### config.mk
export PLATFORM = sky130hd
export DESIGN_NAME = uart_rx_ctrl_flat
export DESIGN_NICKNAME = d
export VERILOG_FILES = /design/src/rtl/uart_rx_ctrl_pkg.sv /design/src/rtl/uart_rx_ctrl_if.sv /design/src/rtl/uart_rx_bit_timer.sv /design/src/rtl/uart_rx_ctrl.sv /design/src/flat_wrapper.sv
export SDC_FILE = /design/constraint.sdc
export NUM_CORES = 1
export LEC_CHECK = 0
export CELL_PAD_IN_SITES_DETAIL_PLACEMENT = 0
export CELL_PAD_IN_SITES_GLOBAL_PLACEMENT = 1
export CORE_ASPECT_RATIO = 0.8
export CORE_UTILIZATION = 50
export CTS_CLUSTER_SIZE = 12
export DETAILED_ROUTE_END_ITERATION = 7
export DONT_BUFFER_PORTS = 1
export GPL_ROUTABILITY_DRIVEN = 0
export GPL_TIMING_DRIVEN = 0
export PLACE_DENSITY = 0.88
export SLEW_MARGIN = 15
export SYNTH_ARGS = -nofsm -noshare
export SYNTH_HDL_FRONTEND = slang
export SYNTH_SLANG_ARGS = --single-unit
### constraint.sdc
create_clock -name clk -period 14.23 [get_ports clk]
set_clock_uncertainty 0.15 [all_clocks]
set_input_delay 2.846 -clock clk [delete_from_list [all_inputs] [get_ports clk]]
set_output_delay 2.846 -clock clk [all_outputs]
set_load 0.02 [all_outputs]
### src/rtl/uart_rx_ctrl_pkg.sv
// Shared definitions for the UART receive sequencer.
// Holds the FSM state encoding, shift register width, the received-character
// payload struct and the frame-length helper.
package uart_rx_ctrl_pkg;

  localparam int unsigned SHIFT_W = 10;
  localparam int unsigned BCNT_W  = 4;
  localparam int unsigned DATA_W  = 8;

  typedef enum logic [1:0] {
    ST_IDLE  = 2'd0,
    ST_START = 2'd1,
    ST_DATA  = 2'd2,
    ST_DONE  = 2'd3
  } state_t;

  // Result of one completed frame as loaded into the output registers.
  typedef struct packed {
    logic [DATA_W-1:0] data;
    logic              perr;
    logic              ferr;
  } rx_result_t;

  // Frame bits after the start bit: data bits + optional parity + stop.
  function automatic logic [BCNT_W-1:0] nbits(input logic eight, input logic pen);
    return BCNT_W'(8) + BCNT_W'(eight) + BCNT_W'(pen);
  endfunction

endpackage

### src/rtl/uart_rx_ctrl_if.sv
// Processor-side read interface of the UART receiver.
//   rd_strobe : one-cycle read acknowledge from the register interface
//   rx_data   : received character
//   rxrdy     : character available
//   perr/ferr : parity / framing error of the last frame
//   ovf       : a frame completed while the previous character was unread
// The receiver uses the slave modport; the register interface uses master.
interface uart_rx_ctrl_if;
  import uart_rx_ctrl_pkg::*;

  logic              rd_strobe;
  logic [DATA_W-1:0] rx_data;
  logic              rxrdy;
  logic              perr;
  logic              ferr;
  logic              ovf;

  modport master (
    output rd_strobe,
    input  rx_data, rxrdy, perr, ferr, ovf
  );

  modport slave (
    input  rd_strobe,
    output rx_data, rxrdy, perr, ferr, ovf
  );
endinterface

### src/rtl/uart_rx_bit_timer.sv
// Bit-time counter shared by the UART receive and transmit sequencers.
//   clk, reset : clock, asynchronous active-high reset
//   i_clr      : synchronous clear (restarts the bit period)
//   i_half     : 1 = time half a bit (baud_k>>1), 0 = a full bit (baud_k)
//   i_baud_k   : clocks per bit time
//   o_btu_c    : combinational bit-time-up pulse, count == target-1
module uart_rx_bit_timer #(
  parameter int unsigned BAUD_W = 19
) (
  input  logic              clk,
  input  logic              reset,
  input  logic              i_clr,
  input  logic              i_half,
  input  logic [BAUD_W-1:0] i_baud_k,
  output logic              o_btu_c
);

  logic [BAUD_W-1:0] r_cnt;
  logic [BAUD_W-1:0] w_target;

  // ">=" rather than "==" so a target shrinking mid-count still terminates.
  always_comb begin
    w_target = i_half ? (i_baud_k >> 1) : i_baud_k;
    o_btu_c  = (r_cnt >= (w_target - BAUD_W'(1)));
  end

  // Counter wraps on btu so consecutive full-bit periods stay aligned.
  always_ff @(posedge clk or posedge reset) begin
    if (reset) begin
      r_cnt <= '0;
    end else if (i_clr || o_btu_c) begin
      r_cnt <= '0;
    end else begin
      r_cnt <= r_cnt + BAUD_W'(1);
    end
  end

endmodule

### src/rtl/uart_rx_ctrl.sv
// UART receive sequencer: start-bit detection, mid-bit sampling, parity and
// stop-bit checking, and a ready/acknowledge handshake for the received byte.
//   clk, reset : clock, asynchronous active-high reset
//   i_rx       : raw serial input (idle high), synchronised internally
//   i_baud_k   : clocks per bit time, stable during a frame
//   i_eight    : 1 = 8 data bits, 0 = 7 data bits
//   i_pen      : parity enable
//   i_ohel     : parity sense, 0 = even, 1 = odd
//   bus        : slave side of the processor read interface
module uart_rx_ctrl
  import uart_rx_ctrl_pkg::*;
#(
  parameter int unsigned BAUD_W = 19
) (
  input  logic              clk,
  input  logic              reset,
  input  logic              i_rx,
  input  logic [BAUD_W-1:0] i_baud_k,
  input  logic              i_eight,
  input  logic              i_pen,
  input  logic              i_ohel,
  uart_rx_ctrl_if.slave     bus
);

  state_t              r_state;
  state_t              w_state_nxt;
  logic                r_s1;
  logic                r_s2;
  logic [BCNT_W-1:0]   r_bitcnt;
  logic [BCNT_W-1:0]   w_bitcnt_nxt;
  logic [SHIFT_W-1:0]  r_shift;
  logic [SHIFT_W-1:0]  w_shift_nxt;
  logic                w_load;
  logic                w_btu;
  logic                w_half;
  logic                w_clr;
  logic [BCNT_W-1:0]   w_nbits;
  logic [SHIFT_W-1:0]  w_aligned;
  logic                w_pbit;
  rx_result_t          w_res;

  logic [DATA_W-1:0]   r_rx_data;
  logic                r_rxrdy;
  logic                r_perr;
  logic                r_ferr;
  logic                r_ovf;

  assign w_nbits = nbits(i_eight, i_pen);
  assign w_half  = (r_state == ST_START);

  // Timer restarts on every state change; held cleared while idle.
  assign w_clr = (w_state_nxt != r_state) || (r_state == ST_IDLE);

  uart_rx_bit_timer #(.BAUD_W(BAUD_W)) u_timer (
    .clk      (clk),
    .reset    (reset),
    .i_clr    (w_clr),
    .i_half   (w_half),
    .i_baud_k (i_baud_k),
    .o_btu_c  (w_btu)
  );

  // Two-flop synchroniser; r_s2 is the rx_s used by all decisions.
  always_ff @(posedge clk or posedge reset) begin
    if (reset) begin
      r_s1 <= 1'b1;
      r_s2 <= 1'b1;
    end else begin
      r_s1 <= i_rx;
      r_s2 <= r_s1;
    end
  end

  // State, bit counter and shift register.
  always_ff @(posedge clk or posedge reset) begin
    if (reset) begin
      r_state  <= ST_IDLE;
      r_bitcnt <= '0;
      r_shift  <= '1;
    end else begin
      r_state  <= w_state_nxt;
      r_bitcnt <= w_bitcnt_nxt;
      r_shift  <= w_shift_nxt;
    end
  end

  // Next-state logic.
  always_comb begin
    w_state_nxt  = r_state;
    w_bitcnt_nxt = r_bitcnt;
    w_shift_nxt  = r_shift;
    w_load       = 1'b0;
    unique case (r_state)
      ST_IDLE: begin
        w_bitcnt_nxt = '0;
        if (!r_s2) begin
          w_state_nxt = ST_START;
        end
      end
      ST_START: begin
        if (w_btu) begin
          w_state_nxt = r_s2 ? ST_IDLE : ST_DATA;
        end
      end
      ST_DATA: begin
        if (w_btu) begin
          w_shift_nxt  = {r_s2, r_shift[SHIFT_W-1:1]};
          w_bitcnt_nxt = r_bitcnt + BCNT_W'(1);
          // ">=" keeps the frame bounded if eight/pen change mid-frame.
          if (r_bitcnt >= (w_nbits - BCNT_W'(1))) begin
            w_state_nxt = ST_DONE;
          end
        end
      end
      ST_DONE: begin
        w_load       = 1'b1;
        w_bitcnt_nxt = '0;
        w_state_nxt  = ST_IDLE;
      end
      default: begin
        w_state_nxt = ST_IDLE;
      end
    endcase
  end

  // Frame bits entered at the MSB; shift down so bit 0 is the first data bit.
  always_comb begin
    w_aligned      = r_shift >> (BCNT_W'(SHIFT_W) - w_nbits);
    w_pbit         = i_eight ? w_aligned[8] : w_aligned[7];
    w_res.data     = {i_eight & w_aligned[7], w_aligned[6:0]};
    w_res.perr     = i_pen & ((^w_res.data ^ w_pbit) != i_ohel);
    w_res.ferr     = ~w_aligned[w_nbits - BCNT_W'(1)];
  end

  // Output registers; a completed frame takes priority over a read strobe.
  always_ff @(posedge clk or posedge reset) begin
    if (reset) begin
      r_rx_data <= '0;
      r_rxrdy   <= 1'b0;
      r_perr    <= 1'b0;
      r_ferr    <= 1'b0;
      r_ovf     <= 1'b0;
    end else if (w_load) begin
      r_rx_data <= w_res.data;
      r_perr    <= w_res.perr;
      r_ferr    <= w_res.ferr;
      // A simultaneous read consumed the old character, so no overflow.
      r_ovf     <= r_rxrdy & ~bus.rd_strobe;
      r_rxrdy   <= 1'b1;
    end else if (bus.rd_strobe) begin
      r_rxrdy   <= 1'b0;
      r_perr    <= 1'b0;
      r_ferr    <= 1'b0;
      r_ovf     <= 1'b0;
    end
  end

  assign bus.rx_data = r_rx_data;
  assign bus.rxrdy   = r_rxrdy;
  assign bus.perr    = r_perr;
  assign bus.ferr    = r_ferr;
  assign bus.ovf     = r_ovf;

endmodule
### src/flat_wrapper.sv
// flat-port wrapper written by rule: the top's interface ports become plain ports
module uart_rx_ctrl_flat import uart_rx_ctrl_pkg::*;
#(
  parameter int unsigned BAUD_W = 19
)
  (clk, reset, i_rx, i_baud_k, i_eight, i_pen, i_ohel, bus_rd_strobe, bus_rx_data, bus_rxrdy, bus_perr, bus_ferr, bus_ovf);
  uart_rx_ctrl_if bus_i ();
  input  logic clk;
  input  logic reset;
  input  logic i_rx;
  input  logic [BAUD_W-1:0] i_baud_k;
  input  logic i_eight;
  input  logic i_pen;
  input  logic i_ohel;
  input wire logic [$bits(bus_i.rd_strobe)-1:0] bus_rd_strobe;
  output wire logic [$bits(bus_i.rx_data)-1:0] bus_rx_data;
  output wire logic [$bits(bus_i.rxrdy)-1:0] bus_rxrdy;
  output wire logic [$bits(bus_i.perr)-1:0] bus_perr;
  output wire logic [$bits(bus_i.ferr)-1:0] bus_ferr;
  output wire logic [$bits(bus_i.ovf)-1:0] bus_ovf;
  assign bus_i.rd_strobe = bus_rd_strobe;
  assign bus_rx_data = bus_i.rx_data;
  assign bus_rxrdy = bus_i.rxrdy;
  assign bus_perr = bus_i.perr;
  assign bus_ferr = bus_i.ferr;
  assign bus_ovf = bus_i.ovf;
  uart_rx_ctrl #(.BAUD_W(BAUD_W)) u_core (.clk(clk), .reset(reset), .i_rx(i_rx), .i_baud_k(i_baud_k), .i_eight(i_eight), .i_pen(i_pen), .i_ohel(i_ohel), .bus(bus_i));
endmodule
==> results_dict.tcl, run 1 <==
set metrics [dict create \
    syn_avg_cell_area_um2 9.00 \
    path_class "in -> reg" \
    drive_gt1_share_pct 7.71 \
    die_h_um 79.7 \
    clkSinkCount 49 \
    die_area_um2 7900 \
    synth.largest_area_cell "dfrtp_1" \
    crit_family "simple AND/OR/NAND/NOR gates" \
    async_flop_share_pct 100 \
    hold_path_class "reg -> reg" \
    r2r-start "u_core.r_state[1]$_DFF_PP0_" \
    synth_warnings 0 \
    post_cts_buffers 0 \
    p_int_uw 252 \
    final_max_slew_viol_count 0 \
    cts_root_buf "clkbuf_8" \
    syn-num-nets 478 \
    drc 0 \
    ant_nets 0 \
    antenna_cells 0 \
    synth_compound_area_share_pct 15.4 \
    drt_wl_total_um 7660 \
    powerDensity_nw_per_um2 106 \
    synthTopCellsByArea "dfrtp_1 (25%), ha_1 (11%), dfstp_2 (8.4%)" \
    antenna_found_initial 0 \
    layout.nets 486 \
    setup_viol 0 \
    grt_first_pass_wirelength_um 13200 \
    rrSetupSlack_ps 7850 \
    p_leak_nw 1.76 \
    fin_setup_tns_ps 0 \
    ios 38 \
    muxShareOfSynthArea_pct 7.23 \
    die_w_um 99.1 \
    grt_pass1_vias 2776 \
    h-tree-depth 2 \
    worstHoldStart "u_core.r_s1$_DFF_PP1_" \
    cts_resized 0 \
    end_kind "flip-flop" \
    synth_top_area_share_pct 24.5 \
    min_to "u_core.r_s2$_DFF_PP1_" \
    synth.distinct_cells 62 \
    vdd_drop_max_mv 0.0688 \
    p_sw_share_pct 40.6 \
    fin_cells 515 \
    synth_flop_cell "dfrtp_1" \
    synth_simple_gate_area_share_pct 20.0 \
    clkPwrFrac_pct 20.2 \
    dp_slack_ps 6600 \
    cts_tree "built" \
    startpoint_type "primary input" \
    overflow 0 \
    synth_top_family_by_area "simple AND/OR/NAND/NOR gates" \
    synth_edf_count 0 \
    drt-initial-drc-count 126 \
    final_common_cell "nor2_1" \
    rr_endpoint "u_core.r_shift[9]$_DFFE_PP1P_" \
    clk_latency_ps 310 \
    grt_usage_pct 20.9 \
    rows 27 \
    worstPathMaxFanout 10 \
    cp_data_required_time_ps 14310 \
    whs_path_depth 0 \
    hold_viol_final 0 \
    grt_max_degree 37 \
    slowest_delay_ps 490 \
    syn_area_um2 3770 \
    syn_inst 419 \
    hold_buffers 0 \
    p_comb_share_pct 38.8 \
    clock.fmax_mhz 138 \
    drt_pass1_iterations 4 \
    timing.final.ws_setup_ps 6960 \
    p_switching_uw 172 \
    dp.cells 507 \
    power_uw 425 \
    place_hpwl_um 5830 \
    clk_pin_slew_ps 80 \
    numCtsBuffers 5 \
    syn2layout_area_growth_pct 6.10 \
    cp_cell_sequence "nor2b_1 -> a21oi_1 -> ha_1 -> nor2b_1 -> or4b_1 -> or2_1 -> or4_1 -> nor2_1 -> mux2i_1 -> nor2_1 -> ha_1 -> nand4_1 -> or2_0 -> o221ai_1 -> a21oi_1 -> nand2b_1 -> clkbuf_1 -> mux2_1" \
    final.min_clock_period_ps 7270 \
    cap_violations 0 \
    seq_area_frac_synth_pct 32.9 \
    slew-limit-headroom_pct 46.1 \
    rsz0062_at_grt "no" \
    ys_ff_latch 49 \
    critPathArrivalTime_ps 7350 \
    status "finished, final reports clean" \
    avgViaCountPerCell 5.82 \
    synth_xor_area_share_pct 9.52 \
    initial_core_util_pct 53.2 \
    slowest_stage "or4b_1" \
    reg2reg_depth 21 \
    cts_buffer_depth 2 \
    wire_per_inst_um 14.9 \
    io_buffers 0 \
    min_period_over_period_pct 51.1 \
    crit_buf_inv 1 \
    synth_adder_area_share_pct 10.9 \
    via_count 2998 \
    worstMarginPinSlew_ps 807 \
    core_area_um2 7090 \
    seqPwrFrac_pct 41.0 \
    final_cell_mix "nor2_1 (53), dfrtp_1 (37), ha_1 (33), nand2_1 (28), xnor2_1 (21)" \
]
[cell usage after synthesis (all sizes together) (3+ instances only)]
master / n
nor2: 53
dfrtp: 37
ha: 33
nand2: 28
xnor2: 21
xor2: 20
a21oi: 19
inv: 18
mux2: 18
clkbuf: 15
nand3: 13
a21o: 12
dfstp: 12
nor3: 11
o21ai: 11
mux2i: 7
nand2b: 6
nand4: 6
nor4: 6
buf: 5
a22oi: 4
nand3b: 4
nor2b: 4
o211a: 4
a311o: 3
a31oi: 3
and3: 3
o211ai: 3
o2bb2ai: 3
o31ai: 3
or4: 3
[final cells by class]
cell class / count / area (um2)
tap: 87 / 109
sequential: 49 / 1240
timing repair buffer: 1 / 20.0
clock buffer: 5 / 68.8
fill: 672 / 3090
inverter: 18 / 67.6
multi-input combinational: 332 / 2390
buffer: 20 / 83.8
clock inverter: 3 / 25.0
[sequential cells by signal (all words and copies together) (netlist names), 2 cells and up]
signal	flops
u_core.r_bitcnt	4
u_core.r_state	2
u_core.r_shift	10
u_core.bus.rx_data	8
u_core.u_timer.r_cnt	19
[metal layers]
layer	track usage, %	vias to the layer above	share of wire (%)
met4	5.00	0	0.98
met1	30.9	1436	53
met3	3.50	7	3.3
li1	-	1512	-
met5	0	-	0
met2	31.7	43	43
[worst max-delay path by stage]
stage	from	endpoint	cells after the start
floorplan	i_baud_k[0]	u_core.r_shift[0]$_DFFE_PP1P_	16
global placement	i_baud_k[0]	u_core.u_timer.r_cnt[12]$_DFF_PP0_	18
detailed placement	i_baud_k[0]	u_core.r_shift[6]$_DFFE_PP1P_	18
CTS	i_baud_k[0]	u_core.r_shift[9]$_DFFE_PP1P_	18
global route	i_baud_k[0]	u_core.r_shift[7]$_DFFE_PP1P_	18
finish	i_baud_k[0]	u_core.r_shift[9]$_DFFE_PP1P_	18
[cell families after synthesis]
group                      Yosys count
DFF                                 49
buffers and inverters               38
adders and majority gates           33
muxes                               25
AOI/OAI and AO/OA                   83
xor gates and xnor gates            41
and+or+nand+nor                    150
[per-stage QoR]
| step | hold slack (ps) | cell area (um2) | util, % |
|---|---|---|---|
| 2_1_floorplan | 195 | 3770 | - |
| 3_3_place_gp | 197 | 3880 | 54.7 |
| 3_5_place_dp | 197 | 3910 | 55.1 |
| 4_1_cts | 210 | 4000 | 56.4 |
| 5_1_grt | 217 | 4000 | 56.4 |
| 6_report | 209 | 4000 | 56.4 |
[power by group through the flow]
stage	logic, mW	registers [mW]	clock network, mW
final	0.165	0.174	0.0858
after global routing	0.188	0.176	0.0936
after CTS	0.165	0.175	0.0887
after detailed placement	0.164	0.177	0
after global placement	0.157	0.176	0
after floorplan	0.125	0.174	0
(Power assumes the default switching activity.)
==> run 2: changes to the inputs <==
Settings changed: CORE_UTILIZATION 50 to 45, PLACE_DENSITY 0.88 to 0.84.
Clock period 14.23 ns to 6.66 ns, I/O delays scaled along.
==> run 2 against run 1 <==
Effect of this change: clock power rose to 2.9 times the previous value; first-iteration DRC count up 30%; sequential cell count unchanged; sequential share of layout area down 0.52 points; worst setup slack worse by 6300 ps; final cell count up 4.1%; count of clock-buffer cells in the layout unchanged; die area up 11%; register-to-register slack worse by 7200 ps.
==> results_dict.tcl, run 2 (synthesis gave the netlist of run 1 again) <==
set metrics [dict create \
    r2r-start "u_core.r_state[1]$_DFF_PP0_" \
    worstPathMaxFanout 10 \
    cts_buffer_depth 2 \
    syn2layout_area_growth_pct 7.93 \
    cap_violations 0 \
    rsz0062_at_grt "no" \
    die_area_um2 8760 \
    drt_wl_total_um 7850 \
    antenna_cells 0 \
    via_count 3008 \
    overflow 0 \
    rr_endpoint "u_core.u_timer.r_cnt[11]$_DFF_PP0_" \
    rrSetupSlack_ps 610 \
    whs_path_depth 0 \
    grt_first_pass_wirelength_um 13900 \
    nFillCells 741 \
    hold_viol_final 0 \
    slew-limit-headroom_pct 44.4 \
    grt_usage_pct 19.3 \
    die_w_um 104 \
    setup_viol 0 \
    largest_register_ffs 19 \
    core_area_um2 8020 \
    cts_tree "built" \
    top_register "u_core.u_timer.r_cnt" \
    ios 38 \
    final_max_slew_viol_count 0 \
    cp_data_required_time_ps 6740 \
    critPathArrivalTime_ps 6130 \
    end_kind "flip-flop" \
    avgViaCountPerCell 5.61 \
    hold_path_class "reg -> reg" \
    path_class "reg -> reg" \
    startpoint_type "flip-flop" \
    h-tree-depth 2 \
    drt-initial-drc-count 164 \
    worstHoldStart "u_core.r_s1$_DFF_PP1_" \
    slowest_stage "or4b_1" \
    slowest_delay_ps 500 \
    dp.cells 528 \
    cts_root_buf "clkbuf_8" \
    cp_cell_sequence "inv_1 -> ha_1 -> buf_2 -> clkbuf_2 -> mux2i_1 -> ha_1 -> nor2b_1 -> or4b_1 -> nor2_1 -> nand4b_1 -> nor3_1 -> nor3_1 -> ha_1 -> a21o_1 -> a21o_1 -> a21oi_1 -> o21ai_1 -> a21oi_1 -> o311ai_2 -> clkbuf_1 -> nor2_1" \
    fin_setup_tns_ps 0 \
    clk_pin_slew_ps 90 \
    grt_max_degree 37 \
    final.min_clock_period_ps 6050 \
    vdd_drop_max_mv 0.117 \
    drive_gt1_share_pct 8.18 \
    wire_per_inst_um 14.6 \
    drc 0 \
    final_cell_mix "nor2_1 (53), dfrtp_1 (37), ha_1 (33), nand2_1 (28), xnor2_1 (21)" \
    reg2reg_depth 21 \
    numCtsBuffers 5 \
    min_period_over_period_pct 90.8 \
    status "finished, final reports clean" \
    cpMostUsedCell "ha_1" \
    clk_latency_ps 300 \
    layout.nets 486 \
    fin_cells 536 \
    clock.fmax_mhz 165 \
    grt_pass1_vias 2913 \
    final_common_cell "nor2_1" \
    worstMarginPinSlew_ps 832 \
    p_leak_nw 1.79 \
    rows 29 \
    ant_nets 0 \
    holdWs_ps 210 \
    io_buffers 0 \
    drt_pass1_iterations 4 \
    antenna_found_initial 0 \
    initial_core_util_pct 47.0 \
    min_to "u_core.r_s2$_DFF_PP1_" \
    powerDensity_nw_per_um2 239 \
    die_h_um 83.9 \
    place_hpwl_um 5950 \
    clkSinkCount 49 \
]
[run 2: cell count changes in the layout (fill, tap and decap cells not counted)]
cell / delta
clkbuf_2: +2
clkinv_4: -1
bufinv_16: +2
clkbuf_1: -1
inv_6: -1
clkinv_2: +1
buf_1: -1
clkinvlp_4: -1
[run 2: power breakdown]
group          internal [mW]  switching, mW
Clock                  0.149          0.101
Sequential             0.326         0.0455
Combinational          0.139          0.213
Total                  0.614          0.360
[run 2: area by class of cell]
class | instances | area [um2] | area share, %
multi-input combinational | 332 | 2390 | 58.6
clock inverter | 3 | 65.1 | 1.60
tap | 108 | 135 | 3.32
sequential | 49 | 1240 | 30.5
inverter | 18 | 67.6 | 1.66
timing repair buffer | 1 | 20.0 | 0.492
buffer | 20 | 86.3 | 2.12
clock buffer | 5 | 68.8 | 1.69
[run 2: per-layer routing]
metal  vias up  part of all wire (%)  global-route usage (%)
li1       1514                     -                       -
met1      1444                    53                    29.4
met2        44                    42                    28.4
met3         6                   3.9                    3.75
met4         0                  0.78                    3.38
met5         -                     0                       0
[run 2: per-stage QoR]
step / utilization (%) / power (mW) / instance area [um2] / setup WS [ps]
after floorplan: - / 0.638 / 3770 / 1180
after global placement: 48.7 / 0.714 / 3910 / 435
after detailed placement: 49.1 / 0.731 / 3940 / 286
after CTS: 50.7 / 0.988 / 4070 / 273
after global routing: 50.8 / 1.05 / 4070 / 133
final: 50.8 / 0.974 / 4070 / 611
[run 2: worst max path at each step]
stage / from / end / cells past startpoint
after floorplan: i_baud_k[0] / u_core.r_shift[0]$_DFFE_PP1P_ / 16
after global placement: u_core.r_state[1]$_DFF_PP0_ / u_core.u_timer.r_cnt[12]$_DFF_PP0_ / 21
after detailed placement: u_core.r_state[1]$_DFF_PP0_ / u_core.r_shift[3]$_DFFE_PP1P_ / 21
after CTS: u_core.r_state[1]$_DFF_PP0_ / u_core.r_shift[3]$_DFFE_PP1P_ / 21
after global routing: u_core.r_state[1]$_DFF_PP0_ / u_core.u_timer.r_cnt[10]$_DFF_PP0_ / 21
final: u_core.r_state[1]$_DFF_PP0_ / u_core.u_timer.r_cnt[11]$_DFF_PP0_ / 21
[run 2: timing repair]
action / CTS / global route
resized for setup: 0 / 3
buffers inserted: 0 / 0
hold buffers: 0 / 0
endpoints found under the setup margin: 0 / 16
[run 2: critical path, delay by kind of cell (launching register included)]
family	cells	cell delay (ps)
AND/OR/NAND/NOR	7	1840
AO/OA/AOI/OAI	6	1310
buffers and inverters	4	1110
adder cells (fa/ha/maj)	3	880
flip-flops	1	430
multiplexers	1	230
